<file path="src/rtl/cam_entry_manager.sv">
// cam_entry_manager: command sequencer and entry allocator in front of one block-RAM CAM.
// Owns the valid-entry bitmap, allocates the lowest free slot on insert, rejects
// duplicate keys and hides the CAM's init and write-busy timing from the requester.
module cam_entry_manager #(
  parameter int unsigned DATA_WIDTH = 16,
  parameter int unsigned ADDR_WIDTH = 5
) (
  input  logic                  clk,
  input  logic                  rst,
  input  logic                  cmd_valid_i,
  output logic                  cmd_ready_o,
  input  logic [1:0]            cmd_op_i,
  input  logic [DATA_WIDTH-1:0] cmd_key_i,
  output logic                  rsp_valid_o,
  output logic [1:0]            rsp_status_o,
  output logic [ADDR_WIDTH-1:0] rsp_addr_o,
  output logic [ADDR_WIDTH:0]   occupancy_o,
  output logic                  full_o,
  output logic [ADDR_WIDTH-1:0] cam_write_addr_o,
  output logic [DATA_WIDTH-1:0] cam_write_data_o,
  output logic                  cam_write_enable_o,
  output logic                  cam_write_delete_o,
  input  logic                  cam_write_busy_i,
  output logic                  cam_rst_clr_o,
  output logic [DATA_WIDTH-1:0] cam_compare_data_o,
  input  logic                  cam_match_i,
  input  logic [ADDR_WIDTH-1:0] cam_match_addr_i
);

  localparam int unsigned Entries = 2 ** ADDR_WIDTH;
  localparam logic [ADDR_WIDTH:0] EntriesCnt = {1'b1, {ADDR_WIDTH{1'b0}}};
  localparam logic [ADDR_WIDTH:0] OccOne = {{ADDR_WIDTH{1'b0}}, 1'b1};

  localparam logic [1:0] StatOk     = 2'd0;
  localparam logic [1:0] StatExists = 2'd1;
  localparam logic [1:0] StatMiss   = 2'd2;
  localparam logic [1:0] StatFull   = 2'd3;

  typedef enum logic [1:0] {
    OpInsert = 2'd0,
    OpDelete = 2'd1,
    OpLookup = 2'd2,
    OpClear  = 2'd3
  } op_e;

  typedef enum logic [2:0] {
    StInitWait,
    StIdle,
    StCmp,
    StChk,
    StIssue,
    StWait,
    StClr,
    StRsp
  } state_e;

  state_e                  state_q;
  op_e                     op_q;
  logic [DATA_WIDTH-1:0]   key_q;
  logic [ADDR_WIDTH-1:0]   alloc_q;
  logic [Entries-1:0]      bitmap_q;
  logic [ADDR_WIDTH:0]     occ_q;
  logic                    rsp_valid_q;
  logic [1:0]              rsp_status_q;
  logic [ADDR_WIDTH-1:0]   rsp_addr_q;
  logic                    we_q;
  logic                    wd_q;
  logic                    clr_q;
  logic [ADDR_WIDTH-1:0]   free_idx;
  logic                    is_full;

  assign is_full            = (occ_q == EntriesCnt);
  assign full_o             = is_full;
  assign occupancy_o        = occ_q;
  assign cmd_ready_o        = (state_q == StIdle) && !cam_write_busy_i;
  assign rsp_valid_o        = rsp_valid_q;
  assign rsp_status_o       = rsp_status_q;
  assign rsp_addr_o         = rsp_addr_q;
  assign cam_write_addr_o   = alloc_q;
  // key_q only changes on accept, so it is stable across the whole write sequence.
  assign cam_write_data_o   = key_q;
  assign cam_compare_data_o = key_q;
  assign cam_write_enable_o = we_q;
  assign cam_write_delete_o = wd_q;
  assign cam_rst_clr_o      = clr_q;

  // Priority search for the lowest-index free slot in the bitmap.
  always_comb begin
    free_idx = '0;
    for (int i = int'(Entries) - 1; i >= 0; i--) begin
      if (!bitmap_q[i]) free_idx = ADDR_WIDTH'(i);
    end
  end

  // Command FSM with registered strobes, response and bitmap bookkeeping.
  always_ff @(posedge clk) begin
    if (rst) begin
      state_q      <= StInitWait;
      op_q         <= OpInsert;
      key_q        <= '0;
      alloc_q      <= '0;
      bitmap_q     <= '0;
      occ_q        <= '0;
      rsp_valid_q  <= 1'b0;
      rsp_status_q <= StatOk;
      rsp_addr_q   <= '0;
      we_q         <= 1'b0;
      wd_q         <= 1'b0;
      clr_q        <= 1'b0;
    end else begin
      rsp_valid_q <= 1'b0;
      we_q        <= 1'b0;
      wd_q        <= 1'b0;
      clr_q       <= 1'b0;
      unique case (state_q)
        StInitWait: begin
          if (!cam_write_busy_i) state_q <= StIdle;
        end
        StIdle: begin
          if (cmd_valid_i && !cam_write_busy_i) begin
            op_q <= op_e'(cmd_op_i);
            if (op_e'(cmd_op_i) == OpClear) begin
              clr_q    <= 1'b1;
              bitmap_q <= '0;
              occ_q    <= '0;
              state_q  <= StClr;
            end else begin
              key_q   <= cmd_key_i;
              state_q <= StCmp;
            end
          end
        end
        StCmp: state_q <= StChk;
        StChk: begin
          unique case (op_q)
            OpLookup: begin
              rsp_status_q <= cam_match_i ? StatOk : StatMiss;
              rsp_addr_q   <= cam_match_i ? cam_match_addr_i : '0;
              rsp_valid_q  <= 1'b1;
              state_q      <= StRsp;
            end
            OpInsert: begin
              if (cam_match_i) begin
                rsp_status_q <= StatExists;
                rsp_addr_q   <= cam_match_addr_i;
                rsp_valid_q  <= 1'b1;
                state_q      <= StRsp;
              end else if (is_full) begin
                // Full table: answer without touching the CAM.
                rsp_status_q <= StatFull;
                rsp_addr_q   <= '0;
                rsp_valid_q  <= 1'b1;
                state_q      <= StRsp;
              end else begin
                alloc_q <= free_idx;
                we_q    <= 1'b1;
                state_q <= StIssue;
              end
            end
            OpDelete: begin
              if (cam_match_i) begin
                alloc_q <= cam_match_addr_i;
                wd_q    <= 1'b1;
                state_q <= StIssue;
              end else begin
                rsp_status_q <= StatMiss;
                rsp_addr_q   <= '0;
                rsp_valid_q  <= 1'b1;
                state_q      <= StRsp;
              end
            end
            OpClear: state_q <= StIdle;
          endcase
        end
        StIssue: state_q <= StWait;
        StWait: begin
          // CAM content is final once busy drops; only then commit the bitmap.
          if (!cam_write_busy_i) begin
            unique case (op_q)
              OpInsert: begin
                bitmap_q[alloc_q] <= 1'b1;
                occ_q             <= occ_q + OccOne;
                rsp_addr_q        <= alloc_q;
              end
              OpDelete: begin
                bitmap_q[alloc_q] <= 1'b0;
                occ_q             <= occ_q - OccOne;
                rsp_addr_q        <= alloc_q;
              end
              OpLookup, OpClear: rsp_addr_q <= '0;
            endcase
            rsp_status_q <= StatOk;
            rsp_valid_q  <= 1'b1;
            state_q      <= StRsp;
          end
        end
        StClr: state_q <= StWait;
        StRsp: state_q <= StIdle;
      endcase
    end
  end

endmodule

</file>
<file path="config.mk">
export PLATFORM = sky130hd
export DESIGN_NAME = cam_entry_manager
export DESIGN_NICKNAME = d
export VERILOG_FILES = /design/src/rtl/cam_entry_manager.sv
export SDC_FILE = /design/constraint.sdc
export NUM_CORES = 1
export LEC_CHECK = 0
export BUFFER_PORTS_ARGS = -buffer_cell sky130_fd_sc_hd__buf_2
export CORE_ASPECT_RATIO = 0.9
export CORE_MARGIN = 3
export CORE_UTILIZATION = 35
export CTS_CLUSTER_SIZE = 25
export DETAILED_ROUTE_END_ITERATION = 8
export PLACE_DENSITY = 0.6
export SLEW_MARGIN = 20
export SYNTH_ARGS = -nofsm -noshare
export SYNTH_HDL_FRONTEND = slang
export SYNTH_SLANG_ARGS = --single-unit
</file>
<file path="constraint.sdc">
create_clock -name clk -period 2.8 [get_ports clk]
set_input_delay 0.14 -clock clk [delete_from_list [all_inputs] [get_ports clk]]
set_output_delay 0.14 -clock clk [all_outputs]
set_load 0.03 [all_outputs]
</file>
==> impl_metrics.xml, run 1 <==
<?xml version="1.0" encoding="UTF-8"?>
<metrics>
  <group name="outcome">
    <metric name="status" unit="">completed</metric>
  </group>
  <group name="critical_path">
    <metric name="critical_path.startpoint_type" unit="">flip-flop</metric>
    <metric name="critical_path.max_fanout" unit="">28</metric>
    <metric name="worst-endpoint-arrival" unit="ns">2.58</metric>
    <metric name="worstSetupEndpointType" unit="">flip-flop</metric>
    <metric name="timing.critical_path.required" unit="ns">3.00</metric>
    <metric name="worstSetupPathType" unit="">reg2reg</metric>
  </group>
  <group name="logic_synthesis">
    <metric name="synth_top_cells_by_area" unit="">sky130_fd_sc_hd__dfxtp_1 (36%), sky130_fd_sc_hd__a21oi_1 (5.7%), sky130_fd_sc_hd__a311oi_1 (5.5%)</metric>
    <metric name="post-synth-top-area-fraction" unit="%">36.24</metric>
    <metric name="synthesis.nets" unit="">503</metric>
    <metric name="synth.cell_area" unit="sq um">4143</metric>
    <metric name="yosysWarningCount" unit="">0</metric>
    <metric name="async_reset_ff_share" unit="%">0</metric>
    <metric name="yosys.cell_types.count" unit="">68</metric>
    <metric name="flip_flop_and_latch_count_after_synthesis" unit="">75</metric>
    <metric name="number_of_cells_produced_by_synthesis" unit="">465</metric>
    <metric name="synth_sequential_area_ratio" unit="%">36.24</metric>
    <metric name="post-synth-top-area-cell" unit="">sky130_fd_sc_hd__dfxtp_1</metric>
    <metric name="postSynthAreaPerCell" unit="sq um">8.909</metric>
    <metric name="synth_enable_flop_cells" unit="">0</metric>
    <metric name="synth_ff_type" unit="">sky130_fd_sc_hd__dfxtp_1</metric>
  </group>
  <group name="die">
    <metric name="core_area" unit="sq um">11480</metric>
    <metric name="die_w" unit="um">120.7</metric>
    <metric name="io_pins" unit="">84</metric>
    <metric name="chipHeight" unit="um">109.2</metric>
    <metric name="floorplan.rows" unit="">37</metric>
    <metric name="area_enclosed_by_the_die_boundary" unit="sq um">13180</metric>
    <metric name="initial_core_util" unit="%">36.08</metric>
  </group>
  <group name="layout">
    <metric name="final_core_utilization" unit="%">41.45</metric>
    <metric name="number_of_nets_in_the_finished_design" unit="">562</metric>
    <metric name="n_antenna_cell" unit="">0</metric>
    <metric name="drive_gt1_share" unit="%">25.52</metric>
    <metric name="syn2layout_area_growth" unit="%">14.86</metric>
    <metric name="final_design_area_no_fill" unit="sq um">4758</metric>
    <metric name="final.fill_count" unit="">1194</metric>
  </group>
  <group name="drt">
    <metric name="vias" unit="">3692</metric>
    <metric name="detail_route.drc_violations" unit="">0</metric>
    <metric name="wl_per_cell" unit="um">15.38</metric>
    <metric name="vias_per_cell" unit="">5.390</metric>
    <metric name="drt-total-wl" unit="um">10540</metric>
    <metric name="drt-pass1-iter-count" unit="">5</metric>
    <metric name="postRouteAntennaNets" unit="">0</metric>
    <metric name="drt-initial-drc-count" unit="">309</metric>
  </group>
  <group name="clocking">
    <metric name="htree_num_levels" unit="">3</metric>
    <metric name="cts.path.max_buffers" unit="">2</metric>
    <metric name="insertion_delay" unit="ns">0.34</metric>
    <metric name="hold_buffers" unit="">0</metric>
    <metric name="cts.root.buffer_cell" unit="">sky130_fd_sc_hd__clkbuf_16</metric>
    <metric name="cts.sink_count" unit="">75</metric>
    <metric name="cts_buffers" unit="">9</metric>
    <metric name="cts_tree" unit="">done</metric>
    <metric name="post_cts.resized_instances" unit="">0</metric>
    <metric name="clk_pin_slew" unit="ns">0.06</metric>
    <metric name="cts_setup_buffers" unit="">0</metric>
  </group>
  <group name="global_route">
    <metric name="global_route_wire_length_before_repair" unit="um">17080</metric>
    <metric name="grt-ovfl-total" unit="">0</metric>
    <metric name="globalRouteTotalUtil" unit="%">16.25</metric>
    <metric name="grt_max_degree" unit="">29</metric>
    <metric name="first_global_vias" unit="">3355</metric>
    <metric name="grt_antenna_before_repair" unit="">0</metric>
  </group>
  <group name="placement">
    <metric name="numPortBuffers" unit="">83</metric>
    <metric name="post_dp_hpwl" unit="um">7461</metric>
    <metric name="gp_congestion" unit="">0.8570</metric>
    <metric name="placedInstanceArea" unit="sq um">4479</metric>
  </group>
  <group name="sta">
    <metric name="finalSetupViolCount" unit="">0</metric>
    <metric name="fin_crit_sh" unit="%">85.26</metric>
    <metric name="final_hold_viol_count" unit="">0</metric>
    <metric name="whs" unit="ns">0.02888</metric>
    <metric name="maxClockFrequency" unit="MHz">418.9</metric>
    <metric name="unrepaired_setup_endpoints_after_global_routing" unit="">false</metric>
    <metric name="post-route-min-period" unit="ns">2.387</metric>
    <metric name="skew" unit="ns">0.009600</metric>
    <metric name="slew_violations" unit="">0</metric>
    <metric name="worst-slew-pin-transition" unit="ns">0.7397</metric>
    <metric name="timing.slew.headroom" unit="%">50.31</metric>
    <metric name="fin_setup_tns" unit="ns">0</metric>
  </group>
  <group name="pwr">
    <metric name="power.density" unit="nW/um^2">519.2</metric>
    <metric name="leakagePower" unit="uW">0.002002</metric>
    <metric name="ir_drop" unit="mV">0.3691</metric>
  </group>
  <group name="hold_path">
    <metric name="worst_hold_path_type" unit="">in2reg</metric>
  </group>
  <group name="run">
    <metric name="cap_viol_max_count" unit="">0</metric>
  </group>
</metrics>
placed cells by master (no fill, tap or decap), types with 7 or more instances in the layout:
cell type | synthesis | routed
sky130_fd_sc_hd__nand4_1 | 13 | 13
sky130_fd_sc_hd__o21ai_0 | 14 | 14
sky130_fd_sc_hd__a311oi_1 | 26 | 26
sky130_fd_sc_hd__ha_1 | 9 | 9
sky130_fd_sc_hd__buf_4 | 19 | 12
sky130_fd_sc_hd__nand3_1 | 7 | 7
sky130_fd_sc_hd__mux2i_1 | 19 | 19
sky130_fd_sc_hd__nor2_1 | 38 | 38
sky130_fd_sc_hd__nor2b_1 | 10 | 10
sky130_fd_sc_hd__nand2_1 | 35 | 35
sky130_fd_sc_hd__inv_1 | 13 | 13
sky130_fd_sc_hd__clkbuf_16 | 0 | 9
sky130_fd_sc_hd__dfxtp_1 | 75 | 75
sky130_fd_sc_hd__buf_2 | 3 | 83
sky130_fd_sc_hd__nor3_1 | 15 | 15
sky130_fd_sc_hd__a21oi_1 | 47 | 47
sky130_fd_sc_hd__and3_1 | 7 | 7
sequential cells by signal, indices dropped and copies added (netlist names), 2 cells and up:
name	cells
bitmap_q	32
cam_compare_data_o	16
occupancy_o	6
cam_write_addr_o	5
rsp_addr_o	5
state_q	3
op_q	2
rsp_status_o	2
per-layer routing:
metal	track usage, %	up-vias	part of all wire [%]
li1	-	1841	-
met5	0	-	0
met1	21.92	1718	47
met4	5.097	0	1.6
met3	4.876	15	6.3
met2	25.05	118	45
kinds of logic after synthesis:
group	share of synthesized area, %
AND/OR/NAND/NOR	22.38
buffers and inverters	9.967
multiplexers	4.863
flip-flops	36.24
AO/OA/AOI/OAI	22.92
adder cells (fa/ha/maj)	3.202
XOR/XNOR	0.4229
worst paths after layout:
path / from / cells after the start / endpoint / slack (ns)
min reg2reg: rsp_status_o[0]$_SDFFE_PP0P_ / 2 / rsp_status_o[0]$_SDFFE_PP0P_ / 0.46
min: cmd_key_i[11] / 3 / cam_compare_data_o[11]$_SDFFE_PP0P_ / 0.03
max reg2reg: op_q[1]$_SDFFE_PP0P_ / 8 / bitmap_q[5]$_SDFFE_PP0P_ / 0.41
max: op_q[1]$_SDFFE_PP0P_ / 8 / bitmap_q[5]$_SDFFE_PP0P_ / 0.41
cells in the mapped netlist, types with 9 or more instances:
cell type                  number
sky130_fd_sc_hd__clkbuf_1      11
sky130_fd_sc_hd__dfxtp_1       75
sky130_fd_sc_hd__a21oi_1       47
sky130_fd_sc_hd__ha_1           9
sky130_fd_sc_hd__nor2_1        38
sky130_fd_sc_hd__buf_4         19
sky130_fd_sc_hd__nor2b_1       10
sky130_fd_sc_hd__nand2_1       35
sky130_fd_sc_hd__nand4_1       13
sky130_fd_sc_hd__nor3_1        15
sky130_fd_sc_hd__inv_1         13
sky130_fd_sc_hd__mux2i_1       19
sky130_fd_sc_hd__o21ai_0       14
sky130_fd_sc_hd__a311oi_1      26
stage by stage:
| step | power (uW) | cells | worst slack [ns] |
|---|---|---|---|
| detailed placement | 1390 | 669 | 0.4113 |
| floorplan | 1330 | 465 | 0.5030 |
| global route | 2566 | 685 | 0.1732 |
| global placement | 1387 | 669 | 0.4940 |
| finish | 2471 | 685 | 0.4127 |
| CTS | 2496 | 685 | 0.4158 |
layout make-up:
type                       instances  area, sq um  share of cell area [%]
inverter                          13        48.80                   1.026
timing repair buffer              95        505.5                   10.62
multi-input combinational        330         2228                   46.83
clock inverter                     6        40.04                  0.8414
sequential                        75         1501                   31.55
clock buffer                      10        239.0                   5.022
tap                              156        195.2                   4.102
where the power goes:
group / internal (uW) / switching (uW)
Combinational: 89.4 / 166
Clock: 624 / 479
Sequential: 1090 / 26.1
Total: 1800 / 671
worst max-delay path: stages, from the launching register on:
cell and delay [ns]:
sky130_fd_sc_hd__dfxtp_1 0.35, sky130_fd_sc_hd__inv_1 0.11, sky130_fd_sc_hd__ha_1 0.43, sky130_fd_sc_hd__nor2_1 0.14, sky130_fd_sc_hd__o22ai_1 0.24, sky130_fd_sc_hd__nand2_1 0.34
sky130_fd_sc_hd__o21ai_2 0.21, sky130_fd_sc_hd__buf_4 0.33, sky130_fd_sc_hd__a311oi_1 0.08
(Power assumes the default switching activity.)
==> inputs of run 2 (changes only) <==
CORE_ASPECT_RATIO = default   (was 0.9)
==> run 2 against run 1 <==
Maximum frequency is 2.6% lower. Design area barely moved. Total power is 3.2% higher. Core utilization shrank 0.10 points. Register-to-register slack got worse by 0.06 ns. Sequential share of layout area barely moved. Global-route usage fell by 0.26 points. Via count grew 0.30%. Clock power rose by 7%. Critical endpoint is now bitmap_q[0]$_SDFFE_PP0P_.
==> impl_metrics.xml, run 2 (synthesis gave the netlist of run 1 again) <==
<?xml version="1.0" encoding="UTF-8"?>
<metrics>
  <group name="critical_path">
    <metric name="critical_path.startpoint_type" unit="">flip-flop</metric>
    <metric name="reg2reg_to" unit="">bitmap_q[0]$_SDFFE_PP0P_</metric>
    <metric name="timing.critical_path.required" unit="ns">2.99</metric>
    <metric name="reg2regPathDepth" unit="">8</metric>
    <metric name="worst-endpoint-arrival" unit="ns">2.64</metric>
    <metric name="worstSetupPathType" unit="">reg2reg</metric>
    <metric name="worstSetupEndpointType" unit="">flip-flop</metric>
    <metric name="critical_path.max_fanout" unit="">28</metric>
    <metric name="reg2reg_from" unit="">op_q[1]$_SDFFE_PP0P_</metric>
    <metric name="regToRegSetupSlack" unit="ns">0.35</metric>
  </group>
  <group name="layout">
    <metric name="largest_register_ff_count" unit="">32</metric>
    <metric name="seq_area" unit="sq um">1501</metric>
    <metric name="layout_common_cells" unit="">sky130_fd_sc_hd__buf_2 (83), sky130_fd_sc_hd__dfxtp_1 (75), sky130_fd_sc_hd__a21oi_1 (47), sky130_fd_sc_hd__nor2_1 (38), sky130_fd_sc_hd__nand2_1 (35)</metric>
    <metric name="multiInputGateArea" unit="sq um">2228</metric>
    <metric name="final.fill_count" unit="">1157</metric>
    <metric name="syn2layout_area_growth" unit="%">14.92</metric>
    <metric name="n_antenna_cell" unit="">0</metric>
    <metric name="number_of_nets_in_the_finished_design" unit="">561</metric>
    <metric name="top_register" unit="">bitmap_q</metric>
    <metric name="most_common_cell_after_layout_fill_and_taps_aside" unit="">sky130_fd_sc_hd__buf_2</metric>
    <metric name="drive_gt1_share" unit="%">25.19</metric>
  </group>
  <group name="clocking">
    <metric name="cts_tree" unit="">done</metric>
    <metric name="insertion_delay" unit="ns">0.34</metric>
    <metric name="cts.root.buffer_cell" unit="">sky130_fd_sc_hd__clkbuf_16</metric>
    <metric name="cts_buffers" unit="">9</metric>
    <metric name="hold_buffers" unit="">0</metric>
    <metric name="clk_pin_slew" unit="ns">0.06</metric>
    <metric name="cts_setup_buffers" unit="">0</metric>
    <metric name="cts.sink_count" unit="">75</metric>
    <metric name="cts.path.max_buffers" unit="">2</metric>
    <metric name="post_cts.resized_instances" unit="">0</metric>
    <metric name="htree_num_levels" unit="">3</metric>
  </group>
  <group name="global_route">
    <metric name="first_global_vias" unit="">3412</metric>
    <metric name="grt_antenna_before_repair" unit="">0</metric>
    <metric name="globalRouteTotalUtil" unit="%">15.99</metric>
    <metric name="grt_max_degree" unit="">47</metric>
    <metric name="global_route_wire_length_before_repair" unit="um">16730</metric>
    <metric name="grt-ovfl-total" unit="">0</metric>
  </group>
  <group name="sta">
    <metric name="worst-slew-pin-transition" unit="ns">0.7935</metric>
    <metric name="skew" unit="ns">0.008185</metric>
    <metric name="fin_crit_sh" unit="%">87.50</metric>
    <metric name="final_hold_viol_count" unit="">0</metric>
    <metric name="finalSetupViolCount" unit="">0</metric>
    <metric name="maxClockFrequency" unit="MHz">408.2</metric>
    <metric name="unrepaired_setup_endpoints_after_global_routing" unit="">false</metric>
    <metric name="post-route-min-period" unit="ns">2.450</metric>
    <metric name="slew_violations" unit="">0</metric>
    <metric name="whs" unit="ns">0.02541</metric>
    <metric name="timing.slew.headroom" unit="%">46.69</metric>
    <metric name="fin_setup_tns" unit="ns">0</metric>
  </group>
  <group name="placement">
    <metric name="post_dp_hpwl" unit="um">7516</metric>
    <metric name="numPortBuffers" unit="">83</metric>
    <metric name="gp_congestion" unit="">0.8335</metric>
  </group>
  <group name="hold_path">
    <metric name="hold_crit_endpoint" unit="">cam_compare_data_o[4]$_SDFFE_PP0P_</metric>
    <metric name="hold-path-cell-count" unit="">3</metric>
    <metric name="min-delay-start" unit="">cmd_key_i[4]</metric>
    <metric name="worst_hold_path_type" unit="">in2reg</metric>
  </group>
  <group name="outcome">
    <metric name="status" unit="">completed</metric>
  </group>
  <group name="die">
    <metric name="floorplan.rows" unit="">39</metric>
    <metric name="core_area" unit="sq um">11520</metric>
    <metric name="initial_core_util" unit="%">35.97</metric>
    <metric name="io_pins" unit="">84</metric>
    <metric name="area_enclosed_by_the_die_boundary" unit="sq um">13180</metric>
    <metric name="chipHeight" unit="um">114.8</metric>
    <metric name="die_w" unit="um">114.8</metric>
  </group>
  <group name="drt">
    <metric name="detail_route.drc_violations" unit="">0</metric>
    <metric name="postRouteAntennaNets" unit="">0</metric>
    <metric name="drt-pass1-iter-count" unit="">5</metric>
    <metric name="vias" unit="">3703</metric>
    <metric name="drt-total-wl" unit="um">10550</metric>
    <metric name="vias_per_cell" unit="">5.519</metric>
    <metric name="drt-initial-drc-count" unit="">329</metric>
    <metric name="wl_per_cell" unit="um">15.73</metric>
  </group>
  <group name="pwr">
    <metric name="leakagePower" unit="uW">0.002011</metric>
    <metric name="ir_drop" unit="mV">0.3050</metric>
    <metric name="finalPower" unit="uW">2549</metric>
    <metric name="power.density" unit="nW/um^2">535.5</metric>
  </group>
  <group name="run">
    <metric name="cap_viol_max_count" unit="">0</metric>
  </group>
</metrics>
-- run 2: layout make-up --
| type | instances | share of cell area (%) |
|---|---|---|
| flip-flops and latches | 75 | 31.54 |
| repair buffers | 94 | 10.46 |
| inverters | 13 | 1.025 |
| clock buffers | 12 | 5.388 |
| well taps | 143 | 3.758 |
| clock inverters | 4 | 1.025 |
| multi-input cells | 330 | 46.81 |
-- run 2: routing by layer --
layer  GRT usage (%)  up-vias  share of wire (%)
li1                -     1841                  -
met1           20.05     1766                 46
met2           25.81       83                 48
met3           4.632       13                5.1
met4           6.651        0                1.4
met5               0        -                  0
-- run 2: power by group --
part           internal [uW]  switching (uW)
clock                    737             445
sequential              1090            26.1
combinational           88.8             166
total                   1910             637
-- run 2: critical path, cell delays in order, from the launching register on --
cell                       delay, ns
sky130_fd_sc_hd__dfxtp_1        0.35
sky130_fd_sc_hd__inv_1          0.12
sky130_fd_sc_hd__ha_1           0.43
sky130_fd_sc_hd__nor2_1         0.14
sky130_fd_sc_hd__o22ai_1        0.25
sky130_fd_sc_hd__nand2_1        0.34
sky130_fd_sc_hd__o21ai_2        0.21
sky130_fd_sc_hd__buf_4          0.34
sky130_fd_sc_hd__a311oi_1       0.09
-- run 2: worst max-delay path by stage --
stage | from | end | slack [ns] | cells after the start
floorplan | state_q[1]$_SDFFE_PP0P_ | cam_compare_data_o[14]$_SDFFE_PP0P_ | 0.50 | 6
global placement | op_q[1]$_SDFFE_PP0P_ | occupancy_o[5]$_SDFFE_PP0P_ | 0.49 | 7
detailed placement | op_q[1]$_SDFFE_PP0P_ | bitmap_q[0]$_SDFFE_PP0P_ | 0.36 | 8
CTS | op_q[1]$_SDFFE_PP0P_ | bitmap_q[0]$_SDFFE_PP0P_ | 0.36 | 8
global route | op_q[1]$_SDFFE_PP0P_ | bitmap_q[0]$_SDFFE_PP0P_ | 0.15 | 8
finish | op_q[1]$_SDFFE_PP0P_ | bitmap_q[0]$_SDFFE_PP0P_ | 0.35 | 8
-- run 2: stage by stage --
step / setup slack, ns / util, % / area, sq um / cells
3_5_place_dp: 0.3615 / 38.69 / 4456 / 655
2_1_floorplan: 0.5030 / - / 4143 / 465
3_3_place_gp: 0.4883 / 38.69 / 4456 / 655
4_1_cts: 0.3552 / 41.34 / 4761 / 671
6_report: 0.3500 / 41.34 / 4761 / 671
5_1_grt: 0.1457 / 41.34 / 4761 / 671
==> inputs of run 3 (changes only) <==
ABC_CLOCK_PERIOD_IN_PS = 2800   (was default)
MAX_ROUTING_LAYER = met4   (was default)
==> run 3 against run 2 <==
Clock power about the same. Final cell count did not move. Maximum frequency is essentially flat.
==> impl_metrics.xml, run 3 (synthesis gave the netlist of run 1 again) <==
<?xml version="1.0" encoding="UTF-8"?>
<metrics>
  <group name="drt">
    <metric name="met3_wirelength" unit="um">513</metric>
    <metric name="postRouteAntennaNets" unit="">0</metric>
    <metric name="topRoutingLayerUsed" unit="">met4</metric>
    <metric name="detail_route.drc_violations" unit="">0</metric>
    <metric name="vias_per_cell" unit="">5.508</metric>
    <metric name="drt-pass1-iter-count" unit="">5</metric>
    <metric name="vias" unit="">3696</metric>
    <metric name="route.layer.met1.wl" unit="um">4873</metric>
    <metric name="wl_per_cell" unit="um">15.74</metric>
    <metric name="drt-total-wl" unit="um">10560</metric>
    <metric name="met2WireLength" unit="um">4982</metric>
    <metric name="drt-initial-drc-count" unit="">327</metric>
  </group>
  <group name="clocking">
    <metric name="cts.sink_count" unit="">75</metric>
    <metric name="post_cts.resized_instances" unit="">0</metric>
    <metric name="insertion_delay" unit="ns">0.35</metric>
    <metric name="clk_pin_slew" unit="ns">0.06</metric>
    <metric name="hold_buffers" unit="">0</metric>
    <metric name="cts.root.buffer_cell" unit="">sky130_fd_sc_hd__clkbuf_16</metric>
    <metric name="cts_tree" unit="">done</metric>
    <metric name="htree_num_levels" unit="">3</metric>
    <metric name="cts_setup_buffers" unit="">0</metric>
    <metric name="cts.path.max_buffers" unit="">2</metric>
    <metric name="cts_buffers" unit="">9</metric>
  </group>
  <group name="die">
    <metric name="initial_core_util" unit="%">35.97</metric>
    <metric name="floorplan.rows" unit="">39</metric>
    <metric name="area_enclosed_by_the_die_boundary" unit="sq um">13180</metric>
    <metric name="die_w" unit="um">114.8</metric>
    <metric name="io_pins" unit="">84</metric>
    <metric name="core_area" unit="sq um">11520</metric>
    <metric name="chipHeight" unit="um">114.8</metric>
  </group>
  <group name="sta">
    <metric name="timing.slew.headroom" unit="%">46.47</metric>
    <metric name="unrepaired_setup_endpoints_after_global_routing" unit="">false</metric>
    <metric name="maxClockFrequency" unit="MHz">408.4</metric>
    <metric name="final_hold_viol_count" unit="">0</metric>
    <metric name="skew" unit="ns">0.008726</metric>
    <metric name="worst-slew-pin-transition" unit="ns">0.7968</metric>
    <metric name="post-route-min-period" unit="ns">2.448</metric>
    <metric name="fin_crit_sh" unit="%">87.45</metric>
    <metric name="slew_violations" unit="">0</metric>
    <metric name="fin_setup_tns" unit="ns">0</metric>
    <metric name="finalSetupViolCount" unit="">0</metric>
  </group>
  <group name="critical_path">
    <metric name="path_cells" unit="">inv_1 &gt; ha_1 &gt; nor2_1 &gt; o22ai_1 &gt; nand2_1 &gt; o21ai_2 &gt; buf_4 &gt; a311oi_1</metric>
    <metric name="timing.critical_path.required" unit="ns">2.99</metric>
    <metric name="critical-path-top-delay-family" unit="">compound AO/OA/AOI/OAI gates</metric>
    <metric name="reg2regPathDepth" unit="">8</metric>
    <metric name="cp_slowest_stage_delay" unit="ns">0.43</metric>
    <metric name="worstSetupEndpointType" unit="">flip-flop</metric>
    <metric name="critical_path.startpoint_type" unit="">flip-flop</metric>
    <metric name="worst-path-stages" unit="">8</metric>
    <metric name="cp_num_buf_inv" unit="">2</metric>
    <metric name="worstSetupPathType" unit="">reg2reg</metric>
    <metric name="critical_path.max_fanout" unit="">28</metric>
    <metric name="worst-endpoint-arrival" unit="ns">2.64</metric>
    <metric name="cp_slowest_cell" unit="">sky130_fd_sc_hd__ha_1</metric>
  </group>
  <group name="layout">
    <metric name="seq_area" unit="sq um">1501</metric>
    <metric name="top_register" unit="">bitmap_q</metric>
    <metric name="largest_register_ff_count" unit="">32</metric>
    <metric name="syn2layout_area_growth" unit="%">14.92</metric>
    <metric name="most_common_cell_after_layout_fill_and_taps_aside" unit="">sky130_fd_sc_hd__buf_2</metric>
    <metric name="layout_common_cells" unit="">sky130_fd_sc_hd__buf_2 (83), sky130_fd_sc_hd__dfxtp_1 (75), sky130_fd_sc_hd__a21oi_1 (47), sky130_fd_sc_hd__nor2_1 (38), sky130_fd_sc_hd__nand2_1 (35)</metric>
    <metric name="drive_gt1_share" unit="%">25.19</metric>
    <metric name="final.fill_count" unit="">1157</metric>
    <metric name="multiInputGateArea" unit="sq um">2228</metric>
    <metric name="n_antenna_cell" unit="">0</metric>
    <metric name="number_of_nets_in_the_finished_design" unit="">561</metric>
  </group>
  <group name="pwr">
    <metric name="ir_drop" unit="mV">0.3061</metric>
    <metric name="finalPower" unit="uW">2552</metric>
    <metric name="leakagePower" unit="uW">0.002011</metric>
    <metric name="power.density" unit="nW/um^2">536.1</metric>
  </group>
  <group name="global_route">
    <metric name="global_route_wire_length_before_repair" unit="um">16740</metric>
    <metric name="first_global_vias" unit="">3411</metric>
    <metric name="grt-ovfl-total" unit="">0</metric>
    <metric name="globalRouteTotalUtil" unit="%">16.52</metric>
    <metric name="grt_max_degree" unit="">47</metric>
    <metric name="grt_antenna_before_repair" unit="">0</metric>
  </group>
  <group name="placement">
    <metric name="post_dp_hpwl" unit="um">7516</metric>
    <metric name="gp_congestion" unit="">0.8463</metric>
    <metric name="numPortBuffers" unit="">83</metric>
  </group>
  <group name="run">
    <metric name="cap_viol_max_count" unit="">0</metric>
  </group>
  <group name="outcome">
    <metric name="status" unit="">completed</metric>
  </group>
  <group name="hold_path">
    <metric name="worst_hold_path_type" unit="">in2reg</metric>
    <metric name="hold-path-cell-count" unit="">3</metric>
  </group>
</metrics>
-- run 3: final timing paths --
kind / startpoint / to / slack (ns)
max: op_q[1]$_SDFFE_PP0P_ / bitmap_q[0]$_SDFFE_PP0P_ / 0.35
min: cmd_key_i[4] / cam_compare_data_o[4]$_SDFFE_PP0P_ / 0.03
min reg2reg: rsp_status_o[0]$_SDFFE_PP0P_ / rsp_status_o[0]$_SDFFE_PP0P_ / 0.45
max reg2reg: op_q[1]$_SDFFE_PP0P_ / bitmap_q[0]$_SDFFE_PP0P_ / 0.35
-- run 3: layer usage --
layer / up-vias / global-route usage [%]
met1: 1762 / 20.17
li1: 1837 / -
met4: 0 / 7.121
met3: 18 / 4.368
met5: - / -
met2: 79 / 25.77
-- run 3: area by class of cell --
cell class,count,area share [%]
multi-input cells,330,46.81
clock inverters,4,1.025
flip-flops and latches,75,31.54
well taps,143,3.758
clock buffers,12,5.388
inverters,13,1.025
repair buffers,94,10.46
-- run 3: worst reg2reg max path: stages (launching register included) --
cell	delay, ns
sky130_fd_sc_hd__dfxtp_1	0.36
sky130_fd_sc_hd__inv_1	0.12
sky130_fd_sc_hd__ha_1	0.43
sky130_fd_sc_hd__nor2_1	0.14
sky130_fd_sc_hd__o22ai_1	0.25
sky130_fd_sc_hd__nand2_1	0.34
sky130_fd_sc_hd__o21ai_2	0.21
sky130_fd_sc_hd__buf_4	0.34
sky130_fd_sc_hd__a311oi_1	0.11
-- run 3: per-stage QoR --
stage	hold slack, ns	cell area, sq um	instances	setup slack (ns)	util, %
global placement	0.3692	4456	655	0.4883	38.69
global route	0.02297	4761	671	0.1454	41.34
floorplan	0.2839	4143	465	0.5030	-
detailed placement	0.3771	4456	655	0.3615	38.69
finish	0.02566	4761	671	0.3515	41.34
CTS	0.01828	4761	671	0.3552	41.34
-- run 3: power breakdown --
| group | switching [uW] | leakage [uW] | internal, uW |
|---|---|---|---|
| Combinational | 166 | 0.00125 | 88.8 |
| Clock | 448 | 0.000153 | 737 |
| Sequential | 26.1 | 0.000605 | 1090 |
| Total | 640 | 0.00201 | 1910 |
